<file path="src/rtl/sudoku_ram_arbiter.sv">
// sudoku_ram_arbiter: copies an N_CELLS-entry grid from ROM into a single-port
// RAM, then shares that RAM between a solver (port 0) and a checker (port 1)
// with round-robin arbitration. One RAM access per cycle. Read data comes back
// on a shared rdata bus, qualified by a one-cycle rvalidN pulse.
module sudoku_ram_arbiter #(
    parameter int N_CELLS = 81,
    parameter int DW      = 8,
    parameter int AW      = 7
) (
    input  logic          clk,
    input  logic          rst,
    input  logic          start,
    // ROM side
    output logic          ROM_rd,
    output logic [AW-1:0] ROM_A,
    input  logic [DW-1:0] ROM_Q,
    // RAM side
    output logic          RAM_ceb,
    output logic          RAM_web,
    output logic [AW-1:0] RAM_A,
    output logic [DW-1:0] RAM_D,
    input  logic [DW-1:0] RAM_Q,
    output logic          load_done,
    // requester 0 (solver)
    input  logic          req0,
    input  logic          we0,
    input  logic [AW-1:0] addr0,
    input  logic [DW-1:0] wd0,
    output logic          gnt0,
    output logic          rvalid0,
    // requester 1 (checker)
    input  logic          req1,
    input  logic          we1,
    input  logic [AW-1:0] addr1,
    input  logic [DW-1:0] wd1,
    output logic          gnt1,
    output logic          rvalid1,
    output logic [DW-1:0] rdata
);

    typedef enum logic [1:0] {IDLE, LOAD, SERVE} state_t;

    // One extra bit so the counter can hold N_CELLS itself (the final write-only cycle).
    localparam int             CW   = AW + 1;
    localparam logic [CW-1:0]  LAST = CW'(N_CELLS);

    state_t        state;
    logic [CW-1:0] cnt;
    logic          ptr;          // 1 = port 1 has priority on the next conflict
    logic          rd_in_range;  // the read returning this cycle hit real RAM
    logic          load_issue;
    logic          load_write;
    logic          in_range0;
    logic          in_range1;
    logic [AW-1:0] load_wr_addr;

    // Load sequencer: IDLE -> LOAD (N_CELLS+1 cycles) -> SERVE until reset.
    always_ff @(posedge clk or posedge rst) begin
        if (rst) begin
            state     <= IDLE;
            cnt       <= '0;
            load_done <= 1'b0;
        end else begin
            // NOTE: sequential state uses <= so every register samples pre-edge values.
            case (state)
                IDLE: begin
                    if (start) begin
                        state <= LOAD;
                        cnt   <= '0;
                    end
                end
                LOAD: begin
                    if (cnt == LAST) begin
                        state     <= SERVE;
                        load_done <= 1'b1;
                    end else begin
                        cnt <= cnt + CW'(1);
                    end
                end
                SERVE:   ;
                default: state <= IDLE;
            endcase
        end
    end

    // ROM issue runs for counter 0..N_CELLS-1; the RAM write trails it by one
    // cycle because ROM_Q only becomes valid the cycle after the read strobe.
    assign load_issue   = (state == LOAD) && (cnt != LAST);
    assign load_write   = (state == LOAD) && (cnt != '0);
    assign load_wr_addr = cnt[AW-1:0] - AW'(1);
    assign ROM_rd       = load_issue;
    assign ROM_A        = load_issue ? cnt[AW-1:0] : '0;

    // Requests are only honoured once the grid has been loaded.
    assign in_range0 = {1'b0, addr0} < LAST;
    assign in_range1 = {1'b0, addr1} < LAST;
    assign gnt0      = (state == SERVE) && req0 && (!req1 || !ptr);
    assign gnt1      = (state == SERVE) && req1 && (!req0 ||  ptr);

    // RAM port mux: load write, granted in-range access, or idle.
    always_comb begin
        // NOTE: defaults first so every path assigns every output and no latch is inferred.
        RAM_ceb = 1'b1;
        RAM_web = 1'b1;
        RAM_A   = '0;
        RAM_D   = '0;
        if (load_write) begin
            RAM_ceb = 1'b0;
            RAM_web = 1'b0;
            RAM_A   = load_wr_addr;
            RAM_D   = ROM_Q;
        end else if (gnt0 && in_range0) begin
            RAM_ceb = 1'b0;
            RAM_web = ~we0;
            RAM_A   = addr0;
            RAM_D   = wd0;
        end else if (gnt1 && in_range1) begin
            RAM_ceb = 1'b0;
            RAM_web = ~we1;
            RAM_A   = addr1;
            RAM_D   = wd1;
        end
    end

    // Read-return tracking and round-robin pointer update.
    always_ff @(posedge clk or posedge rst) begin
        if (rst) begin
            rvalid0     <= 1'b0;
            rvalid1     <= 1'b0;
            rd_in_range <= 1'b0;
            ptr         <= 1'b0;
        end else begin
            rvalid0     <= gnt0 && !we0;
            rvalid1     <= gnt1 && !we1;
            rd_in_range <= gnt0 ? in_range0 : in_range1;
            if (gnt0) ptr <= 1'b1;
            else if (gnt1) ptr <= 1'b0;
        end
    end

    // Out-of-range reads never touched the RAM, so they return zero.
    assign rdata = ((rvalid0 || rvalid1) && rd_in_range) ? RAM_Q : '0;

endmodule
</file>
<file path="config.mk">
export PLATFORM = sky130hd
export DESIGN_NAME = sudoku_ram_arbiter
export DESIGN_NICKNAME = d
export VERILOG_FILES = /design/src/rtl/sudoku_ram_arbiter.sv
export SDC_FILE = /design/constraint.sdc
export NUM_CORES = 1
export LEC_CHECK = 0
export BUFFER_PORTS_ARGS = -buffer_cell sky130_fd_sc_hd__buf_2
export CAP_MARGIN = 0
export CORE_ASPECT_RATIO = 0.5
export CORE_MARGIN = 8
export CORE_UTILIZATION = 43
export CTS_BUF_LIST = sky130_fd_sc_hd__clkbuf_8
export CTS_CLUSTER_DIAMETER = 50
export DETAILED_ROUTE_END_ITERATION = 16
export GPL_TIMING_DRIVEN = 0
export PLACE_DENSITY = 0.83
export SLEW_MARGIN = 25
export SYNTH_ARGS = -nofsm -noshare
export SYNTH_HDL_FRONTEND = slang
export SYNTH_SLANG_ARGS = --single-unit
</file>
<file path="constraint.sdc">
create_clock -name clk -period 3.08 [get_ports clk]
set_input_delay 0.462 -clock clk [delete_from_list [all_inputs] [get_ports clk]]
set_output_delay 0.462 -clock clk [all_outputs]
set_load 0.005 [all_outputs]
</file>
==> flow_metrics.py, run 1 <==
metrics = {
    "placement": {
        "numPortBuffers": 90,
        "routabilityCongestion": 0.865,
        "dp_hpwl_mm": 3.75,
    },
    "grt": {
        "grt_max_degree": 16,
        "grt_usage": 0.156,
        "antenna_found_initial": 0,
        "grt_pass1_vias": 1469,
        "grt_pass1_wl_mm": 6.56,
        "grt.overflow.total": 0,
    },
    "timing": {
        "max_slew.worst_pin.slew_ns": 0.792,
        "timing.hold.ws_ns": 0.254,
        "hold_viol_final": 0,
        "period_needed_ns": 2.92,
        "fin_crit_sh": 0.949,
        "finalSetupViolCount": 0,
        "slew_headroom": 0.471,
        "slew_viol_final": 0,
        "fmax_mhz": 342,
        "tns_ns": 0,
        "clock_skew_ns": 0.00525,
        "rsz0062_at_grt": "false",
    },
    "detailed_routing": {
        "routed_via_density": 5.44,
        "first_pass_iters": 4,
        "dr_wl_met3_um": 532,
        "wl_met1_mm": 1.59,
        "drt_iter0_markers": 126,
        "postRouteAntennaNets": 0,
        "routed_wirelength_mm": 4.43,
        "wire_per_inst_um": 15.2,
        "met2_length_mm": 2.24,
        "highest_layer": "met4",
        "drc": 0,
        "vias": 1588,
    },
    "synthesis": {
        "synth_top_area_frac": 0.287,
        "synth_edf_count": 0,
        "synth-compound-area-share": 0.247,
        "synthSimpleGateAreaFrac": 0.304,
        "ys.flop_type": "dfrtp_1",
        "synth_fa_ha_area_frac": 0.0383,
        "synth_warnings": 0,
        "synth-xor-area-share": 0.0402,
        "yosysTopAreaCell": "dfrtp_1",
        "synth_nets": 215,
        "synth-async-reset-ratio": 1.00,
        "netlist_area_mm2": 0.00131,
        "postSynthCellCount": 158,
        "ys_types": 43,
        "synth.area.mux_share": 0.0153,
        "ys_ff_latch": 15,
        "synth_top_cells_by_area": "dfrtp_1, a221o_1, and2_1",
        "synth_top_family_by_area": "simple AND/OR/NAND/NOR gates",
        "yosysSeqAreaShare": 0.287,
        "syn_avg_cell_area_um2": 8.28,
        "netlist_top_cells_count": "dfrtp_1, nor2_1, a221o_1",
    },
    "power": {
        "ir_drop_mv": 0.336,
        "clkPwrFrac": 0.105,
        "p_int_uw": 850,
        "leakage_nw": 1.01,
        "power.share.combinational": 0.689,
        "finalPower_mw": 1.49,
        "switchingPower_uw": 645,
        "pwr-share-seq": 0.206,
        "switching_share": 0.431,
        "p_per_area_mw_per_mm2": 806,
    },
    "clocking": {
        "cts_tree": "done",
        "cts_max_level": 1,
        "clk_pin_slew_ns": 0.06,
        "clock_latency_ns": 0.25,
        "clockBufferDepth": 2,
        "cts_hold_buf": 0,
        "post_cts.repair.setup_buffers": 0,
        "cts_resized": 0,
        "cts_buffers": 3,
        "root_buffer": "clkbuf_8",
        "cts.sinks": 15,
    },
    "floorplan": {
        "core_area_mm2": 0.00294,
        "start_util": 0.444,
        "io_pins": 91,
        "dieHeight_um": 55.0,
        "die_x_um": 94.0,
        "rows": 14,
        "die-area_mm2": 0.00517,
    },
    "worst_setup_path": {
        "crit_path_start_kind": "flop",
        "path_delay_family": "compound AO/OA/AOI/OAI gates",
        "required_ns": 2.62,
        "crit_cells": 8,
        "crit_type": "flop to primary output",
        "critical_path.cell_chain": "inv_1, ha_1, or4b_4, o21a_1, buf_6, a311oi_1, a21oi_1, buf_2",
        "cp_num_buf_inv": 3,
        "crit_fanout": 10,
        "reg2regPathDepth": 5,
        "end_kind": "primary output",
        "cp_data_arrival_time_ns": 2.46,
        "slowest_stage": "or4b_4",
        "cp_slowest_stage_delay_ns": 0.49,
        "reg2reg_slack_ns": 1.21,
    },
    "finish": {
        "postLayoutCoreUtil": 0.630,
        "antenna_cells": 0,
        "area_growth_pct": 41.8,
        "final_nets": 310,
        "drive_above_1_share": 0.409,
    },
    "flow_run": {
        "drv_cap": 0,
    },
    "hold_path": {
        "min_path_type": "primary input to async pin",
    },
    "outcome": {
        "status": "finished clean",
    },
}
==> power by group through the flow <==
stage	combinational [mW]	clock, mW	sequential [mW]
after global routing	1.16	0.168	0.314
after CTS	1.03	0.161	0.306
after floorplan	0.672	0	0.294
after detailed placement	1.03	0	0.309
final	1.03	0.158	0.308
after global placement	1.01	0	0.305
==> flip-flops by register name (all words and copies together) (netlist names) <==
signal       flops
cnt              8
load_done        1
ptr              1
rd_in_range      1
rvalid0          1
rvalid1          1
state            2
==> worst register-to-register path, cell delays in order (launching register included) <==
cell	delay, ns
dfrtp_1	0.35
buf_2	0.18
or4_4	0.56
o21a_1	0.24
or2_4	0.29
mux2i_1	0.13
==> cell type report <==
class	count	area (µm²)
plain buffers	8	47.5
clock buffers	3	41.3
clock inverters	1	5.00
fillers	256	1090
inverters	11	41.3
multi-input cells	124	843
flip-flops and latches	15	375
well taps	40	50.0
repair buffers	90	450
==> layout by cell type, fill, tap and decap left out, types with 3 or more instances in the layout <==
cell,Yosys,final
buf_2,2,92
nor2_1,15,15
dfrtp_1,15,15
a221o_1,13,13
and2_1,12,12
inv_1,11,11
o21ai_0,8,8
a21oi_1,8,8
and2_0,8,8
nand2_1,6,6
clkbuf_1,4,4
nor3_1,4,4
ha_1,4,4
or3_1,3,3
o21a_1,3,3
xor2_1,3,3
nand3b_1,3,3
xnor2_1,3,3
nand4_1,3,3
clkbuf_8,0,3
==> worst paths after layout <==
path / startpoint / end
worst max-delay path: cnt[0] / RAM_A[5]
worst min-delay path: rst / rvalid1
max in group asynchronous: rst / cnt[5]
min in group clk: we0 / rvalid0
worst min register to register: load_done / load_done
worst max register to register: cnt[2] / cnt[1]
==> per-layer routing <==
layer	GRT usage	vias to the layer above
li1	-	765
met1	0.172	734
met2	0.295	79
met3	0.0525	10
met4	0.0286	0
met5	0	-
==> through the flow <==
stage | setup slack [ns] | cells | area (µm²)
after floorplan | 0.717 | 158 | 1310
after global placement | 0.455 | 288 | 1810
after detailed placement | 0.437 | 288 | 1810
after CTS | 0.161 | 292 | 1850
after global routing | 0.0380 | 292 | 1850
final | 0.157 | 292 | 1850
==> cells by family after synthesis <==
kind of cell | after synthesis
AOI/OAI and AO/OA | 43
xor gates and xnor gates | 6
adders and majority gates | 4
buffers and inverters | 19
DFF | 15
muxes | 2
and+or+nand+nor | 69
No activity file was read; power rests on OpenSTA's default activity.
==> run 2: changes to the inputs <==
--- a/config.mk
+++ b/config.mk
@@ -5,16 +5,17 @@
 export SDC_FILE = /design/constraint.sdc
 export NUM_CORES = 1
 export LEC_CHECK = 0
+export ABC_AREA = 1
 export BUFFER_PORTS_ARGS = -buffer_cell sky130_fd_sc_hd__buf_2
 export CAP_MARGIN = 0
 export CORE_ASPECT_RATIO = 0.5
 export CORE_MARGIN = 8
-export CORE_UTILIZATION = 43
+export CORE_UTILIZATION = 49
 export CTS_BUF_LIST = sky130_fd_sc_hd__clkbuf_8
 export CTS_CLUSTER_DIAMETER = 50
 export DETAILED_ROUTE_END_ITERATION = 16
 export GPL_TIMING_DRIVEN = 0
-export PLACE_DENSITY = 0.83
+export PLACE_DENSITY = 0.88
 export SLEW_MARGIN = 25
 export SYNTH_ARGS = -nofsm -noshare
 export SYNTH_HDL_FRONTEND = slang
==> constraint.sdc (replaced) <==
create_clock -name clk -period 3.6 [get_ports clk]
set_input_delay 0.54 -clock clk [delete_from_list [all_inputs] [get_ports clk]]
set_output_delay 0.54 -clock clk [all_outputs]
set_load 0.005 [all_outputs]
==> flow_metrics.py, run 2 <==
metrics = {
    "detailed_routing": {
        "vias": 2046,
        "first_pass_iters": 4,
        "postRouteAntennaNets": 0,
        "routed_wirelength_mm": 5.43,
        "drt_iter0_markers": 79,
        "routed_via_density": 5.21,
        "wire_per_inst_um": 13.8,
        "drc": 0,
    },
    "timing": {
        "finalSetupViolCount": 0,
        "slew_viol_final": 0,
        "tns_ns": 0,
        "slew_headroom": 0.596,
        "fmax_mhz": 401,
        "max_slew.worst_pin.slew_ns": 0.605,
        "rsz0062_at_grt": "false",
        "period_needed_ns": 2.49,
        "fin_crit_sh": 0.692,
        "hold_viol_final": 0,
        "clock_skew_ns": 0.00567,
    },
    "synthesis": {
        "yosysTopAreaCell": "dfrtp_1",
        "synth_top_area_frac": 0.235,
        "synth_top_cells_by_area": "dfrtp_1, nand2_1, nand4_1",
        "ys_types": 27,
        "ys.flop_type": "dfrtp_1",
        "yosysMostFrequentCell": "nand2_1",
        "synth_nets": 316,
        "ys_ff_latch": 15,
        "synth-async-reset-ratio": 1.00,
        "netlist_area_mm2": 0.00160,
        "postSynthCellCount": 259,
        "synth_warnings": 0,
        "yosysSeqAreaShare": 0.235,
        "synth_edf_count": 0,
        "syn_avg_cell_area_um2": 6.16,
        "netlist_top_cells_count": "nand2_1, nand3_1, nor2_1",
    },
    "power": {
        "pwr-share-seq": 0.443,
        "power.share.combinational": 0.180,
        "ir_drop_mv": 0.227,
        "p_int_uw": 279,
        "leakage_nw": 1.29,
        "clkPwrFrac": 0.377,
        "p_per_area_mw_per_mm2": 180,
        "switching_share": 0.277,
        "switchingPower_uw": 107,
    },
    "floorplan": {
        "rows": 14,
        "die_x_um": 96.7,
        "start_util": 0.523,
        "core_area_mm2": 0.00305,
        "dieHeight_um": 56.3,
        "die-area_mm2": 0.00545,
        "io_pins": 91,
    },
    "placement": {
        "routabilityCongestion": 0.865,
        "dp_hpwl_mm": 4.43,
        "numPortBuffers": 90,
    },
    "worst_setup_path": {
        "cp_data_arrival_time_ns": 1.95,
        "r2r-start": "cnt[1]",
        "crit_path_start_kind": "flop",
        "required_ns": 3.06,
        "crit_type": "flop to primary output",
        "end_kind": "primary output",
        "reg2reg_slack_ns": 1.97,
        "crit_fanout": 10,
        "reg2regPathDepth": 9,
        "rr_endpoint": "cnt[6]",
    },
    "finish": {
        "largest_reg_flops": 8,
        "postLayoutCoreUtil": 0.703,
        "largestRegisters": "cnt x8, state x2",
        "area_growth_pct": 34.3,
        "final_nets": 411,
        "final_common_cell": "buf_2",
        "final_cell_mix": "buf_2, nand2_1, nand3_1",
        "regArea_um2": 375,
        "antenna_cells": 0,
        "fillCellCount": 264,
        "drive_above_1_share": 0.329,
        "multi_input_area_um2": 998,
        "regMostFlops": "cnt",
    },
    "grt": {
        "grt.overflow.total": 0,
        "grt_max_degree": 16,
        "grt_usage": 0.194,
        "antenna_found_initial": 0,
        "grt_pass1_vias": 2058,
        "grt_pass1_wl_mm": 9.14,
    },
    "clocking": {
        "post_cts.repair.setup_buffers": 0,
        "cts.sinks": 15,
        "clockBufferDepth": 2,
        "cts_buffers": 3,
        "clock_latency_ns": 0.26,
        "root_buffer": "clkbuf_8",
        "cts_max_level": 1,
        "cts_resized": 0,
        "cts_hold_buf": 0,
        "cts_tree": "done",
        "clk_pin_slew_ns": 0.07,
    },
    "hold_path": {
        "min_path_type": "primary input to async pin",
    },
    "flow_run": {
        "drv_cap": 0,
    },
    "outcome": {
        "status": "finished clean",
    },
}
## run 2: cell count changes in the layout (fill, tap and decap cells not counted), moves of 7 or more
cell | before | now
and2_1 | 12 | 0
o21ai_0 | 8 | 1
nand4_1 | 3 | 32
nand3_1 | 2 | 38
nand2_1 | 6 | 66
a21oi_1 | 8 | 1
and2_0 | 8 | 0
nor2_1 | 15 | 37
a221o_1 | 13 | 0
inv_1 | 11 | 33
## run 2: worst max-delay path, stage by stage (launching register included)
cell     delay [ns]
dfrtp_1        0.45
inv_1          0.16
ha_1           0.22
nand2_1        0.06
nor2_1         0.06
a21oi_4        0.29
buf_6          0.18
nand2_1        0.06
nand3_1        0.09
buf_2          0.12
## run 2: routing by layer
metal | up-vias | share of wire | GRT usage
li1 | 1039 | - | -
met1 | 918 | 0.39 | 0.201
met2 | 73 | 0.51 | 0.353
met3 | 16 | 0.077 | 0.0573
met4 | 0 | 0.026 | 0.0998
met5 | - | 0 | 0
## run 2: power groups by stage
stage                     clock network [mW]  logic (mW)  registers (mW)
after floorplan                            0      0.0271           0.174
after global placement                     0      0.0659           0.174
after detailed placement                   0      0.0691           0.174
after CTS                              0.145      0.0696           0.171
after global routing                   0.153      0.0782           0.171
final                                  0.145      0.0695           0.171
## run 2: kinds of logic after synthesis
| kind of cell | after synthesis | share of synthesized area |
|---|---|---|
| AND/OR/NAND/NOR | 183 | 0.542 |
| buffers and inverters | 47 | 0.139 |
| flip-flops | 15 | 0.235 |
| AO/OA/AOI/OAI | 5 | 0.0251 |
| XOR/XNOR | 5 | 0.0274 |
| adder cells (fa/ha/maj) | 4 | 0.0314 |
## run 2: cell type report
cell class,instances,area share
Timing Repair Buffer,90,0.210
Tap cell,40,0.0234
Clock buffer,3,0.0193
Inverter,37,0.0648
Sequential cell,15,0.175
Clock inverter,1,0.00234
Multi-Input combinational cell,197,0.466
Buffer,10,0.0386
## run 2: worst max-delay path by stage
stage / startpoint / end / cells past startpoint
global route: cnt[0] / RAM_A[2] / 9
detailed placement: addr1[2] / RAM_A[0] / 8
finish: cnt[0] / RAM_A[4] / 9
global placement: addr1[3] / RAM_A[0] / 8
floorplan: cnt[0] / RAM_A[3] / 8
CTS: cnt[0] / RAM_A[4] / 9
## run 2: per-stage QoR
stage	hold WS [ns]	worst slack (ns)	power (mW)	instance area (µm²)	std cells
final	0.345	1.11	0.385	2140	393
after detailed placement	0.473	1.39	0.243	2100	389
after CTS	0.367	1.11	0.385	2140	393
after floorplan	0.441	1.75	0.201	1600	259
after global placement	0.441	1.43	0.240	2100	389
after global routing	0.384	0.922	0.402	2140	393
==> run 3: changes to the inputs <==
--- a/config.mk
+++ b/config.mk
@@ -5,17 +5,17 @@
 export SDC_FILE = /design/constraint.sdc
 export NUM_CORES = 1
 export LEC_CHECK = 0
-export ABC_AREA = 1
+export ABC_AREA = 0
 export BUFFER_PORTS_ARGS = -buffer_cell sky130_fd_sc_hd__buf_2
 export CAP_MARGIN = 0
 export CORE_ASPECT_RATIO = 0.5
 export CORE_MARGIN = 8
-export CORE_UTILIZATION = 49
+export CORE_UTILIZATION = 38
 export CTS_BUF_LIST = sky130_fd_sc_hd__clkbuf_8
 export CTS_CLUSTER_DIAMETER = 50
 export DETAILED_ROUTE_END_ITERATION = 16
 export GPL_TIMING_DRIVEN = 0
-export PLACE_DENSITY = 0.88
+export PLACE_DENSITY = 0.78
 export SLEW_MARGIN = 25
 export SYNTH_ARGS = -nofsm -noshare
 export SYNTH_HDL_FRONTEND = slang
==> constraint.sdc (replaced) <==
create_clock -name clk -period 2.1 [get_ports clk]
set_input_delay 0.315 -clock clk [delete_from_list [all_inputs] [get_ports clk]]
set_output_delay 0.315 -clock clk [all_outputs]
set_load 0.005 [all_outputs]
==> flow_metrics.py, run 3 (same netlist as run 1, synthesis figures left out) <==
metrics = {
    "detailed_routing": {
        "routed_via_density": 5.62,
        "drt_iter0_markers": 128,
        "first_pass_iters": 4,
        "vias": 1752,
        "drc": 0,
        "postRouteAntennaNets": 0,
        "routed_wirelength_mm": 5.34,
        "wire_per_inst_um": 17.1,
    },
    "clocking": {
        "clockBufferDepth": 2,
        "clk_pin_slew_ns": 0.06,
        "cts_max_level": 1,
        "root_buffer": "clkbuf_8",
        "cts_buffers": 3,
        "clock_latency_ns": 0.25,
        "cts_tree": "done",
        "cts.sinks": 15,
    },
    "floorplan": {
        "rows": 15,
        "die-area_mm2": 0.00569,
        "die_x_um": 99.0,
        "io_pins": 91,
        "dieHeight_um": 57.5,
        "start_util": 0.389,
        "core_area_mm2": 0.00336,
    },
    "worst_setup_path": {
        "required_ns": 1.78,
        "end_kind": "primary output",
        "crit_path_start_kind": "flop",
        "cp_slowest_stage_delay_ns": 0.61,
        "slowest_stage": "or4b_4",
        "cp_data_arrival_time_ns": 2.23,
        "crit_fanout": 7,
        "path_delay_family": "simple AND/OR/NAND/NOR gates",
        "cp_num_buf_inv": 2,
        "crit_type": "flop to primary output",
        "critical_path.cell_chain": "or4b_4, o21a_4, buf_6, and2_4, a221o_1, buf_2",
    },
    "finish": {
        "largest_reg_flops": 8,
        "final_common_cell": "buf_2",
        "final_nets": 328,
        "regMostFlops": "cnt",
        "area_growth_pct": 70.0,
        "multi_input_area_mm2": 0.00103,
        "postLayoutCoreUtil": 0.662,
        "largestRegisters": "cnt x8, state x2",
        "antenna_cells": 0,
        "final_cell_mix": "buf_2, nor2_1, buf_4",
        "fillCellCount": 264,
        "regArea_um2": 378,
        "drive_above_1_share": 0.585,
        "final_area_mm2": 0.00222,
    },
    "timing": {
        "fin_crit_sh": 1.21,
        "max_slew.worst_pin.slew_ns": 0.790,
        "clock_skew_ns": 0.000740,
        "rsz0062_at_grt": "true",
        "period_needed_ns": 2.55,
        "finalSetupViolCount": 21,
        "fmax_mhz": 392,
        "hold_viol_final": 0,
        "slew_headroom": 0.460,
        "fin_ws_ns": -0.449,
        "slew_viol_final": 0,
    },
    "hold_path": {
        "min_path_type": "primary input to async pin",
    },
    "placement": {
        "placed_area_mm2": 0.00181,
        "dp_hpwl_mm": 3.65,
        "routabilityCongestion": 0.843,
        "numPortBuffers": 90,
    },
    "grt": {
        "grt.overflow.total": 0,
        "grt_pass1_wl_mm": 7.81,
        "grt_pass1_vias": 1605,
        "grt_usage": 0.166,
        "antenna_found_initial": 0,
        "grt_max_degree": 16,
    },
    "outcome": {
        "violations": "setup timing",
        "status": "complete, but fails checks",
    },
    "power": {
        "leakage_nw": 1.16,
        "p_per_area_mw_per_mm2": 1370,
        "finalPower_mw": 3.04,
        "ir_drop_mv": 0.532,
    },
    "flow_run": {
        "drv_cap": 0,
    },
}
## run 3: cell count changes in the layout (fill, tap and decap cells not counted), sizes merged, moves of 5 or more
| cell | change |
|---|---|
| nor2 | -26 |
| buf | +14 |
| nand3 | -38 |
| inv | -25 |
| nand4 | -29 |
| o21ai | +5 |
| a21oi | +6 |
| and2 | +19 |
| a221o | +13 |
| nand2 | -61 |
## run 3: power by group
part | total [mW] | switching, mW | internal, mW | leakage, nW
sequential | 0.469 | 0.0960 | 0.373 | 0.190
clock | 0.236 | 0.105 | 0.132 | 0.0255
combinational | 2.34 | 1.08 | 1.26 | 0.947
## run 3: stage by stage
stage	setup slack (ns)	std cells	hold WS, ns	TNS (ns)
finish	-0.449	312	0.105	-6.67
detailed placement	-0.315	290	0.395	-4.53
global placement	-0.306	290	0.383	-4.11
floorplan	-0.0686	158	0.216	-0.421
CTS	-0.416	309	0.125	-5.89
global route	-0.531	312	0.178	-8.21
## run 3: final timing paths
check                          start         to  slack, ns  cells after the start
max                           cnt[6]   RAM_D[6]      -0.45                      6
min                              rst  load_done       0.11                      2
max reg2reg                   cnt[5]     cnt[1]       0.27                      5
min reg2reg                load_done  load_done       0.49                      1
max in group asynchronous        rst     cnt[0]       1.59                      2
min in group clk                 we1    rvalid1       0.25                      2
## run 3: layer usage
| metal | global-route usage | up-vias | share of wire |
|---|---|---|---|
| met2 | 0.313 | 91 | 0.52 |
| met5 | 0 | - | 0 |
| met1 | 0.182 | 854 | 0.38 |
| met4 | 0.0346 | 0 | 0.012 |
| met3 | 0.0461 | 8 | 0.089 |
| li1 | - | 799 | - |
## run 3: what timing repair did
action / 4_1_cts / 5_1_grt
endpoints found under the setup margin: 21 / 21
buffers inserted: 16 / 5
resized for setup: 36 / 21
gates cloned: 1 / 0
pin swaps: 18 / 7
hold buffers: 0 / 0
## run 3: area by class of cell
cell class,instances,share of cell area
clock buffers,3,0.0186
well taps,42,0.0236
inverters,11,0.0186
clock inverters,1,0.00225
multi-input cells,124,0.461
plain buffers,6,0.0197
flip-flops and latches,15,0.170
repair buffers,110,0.286
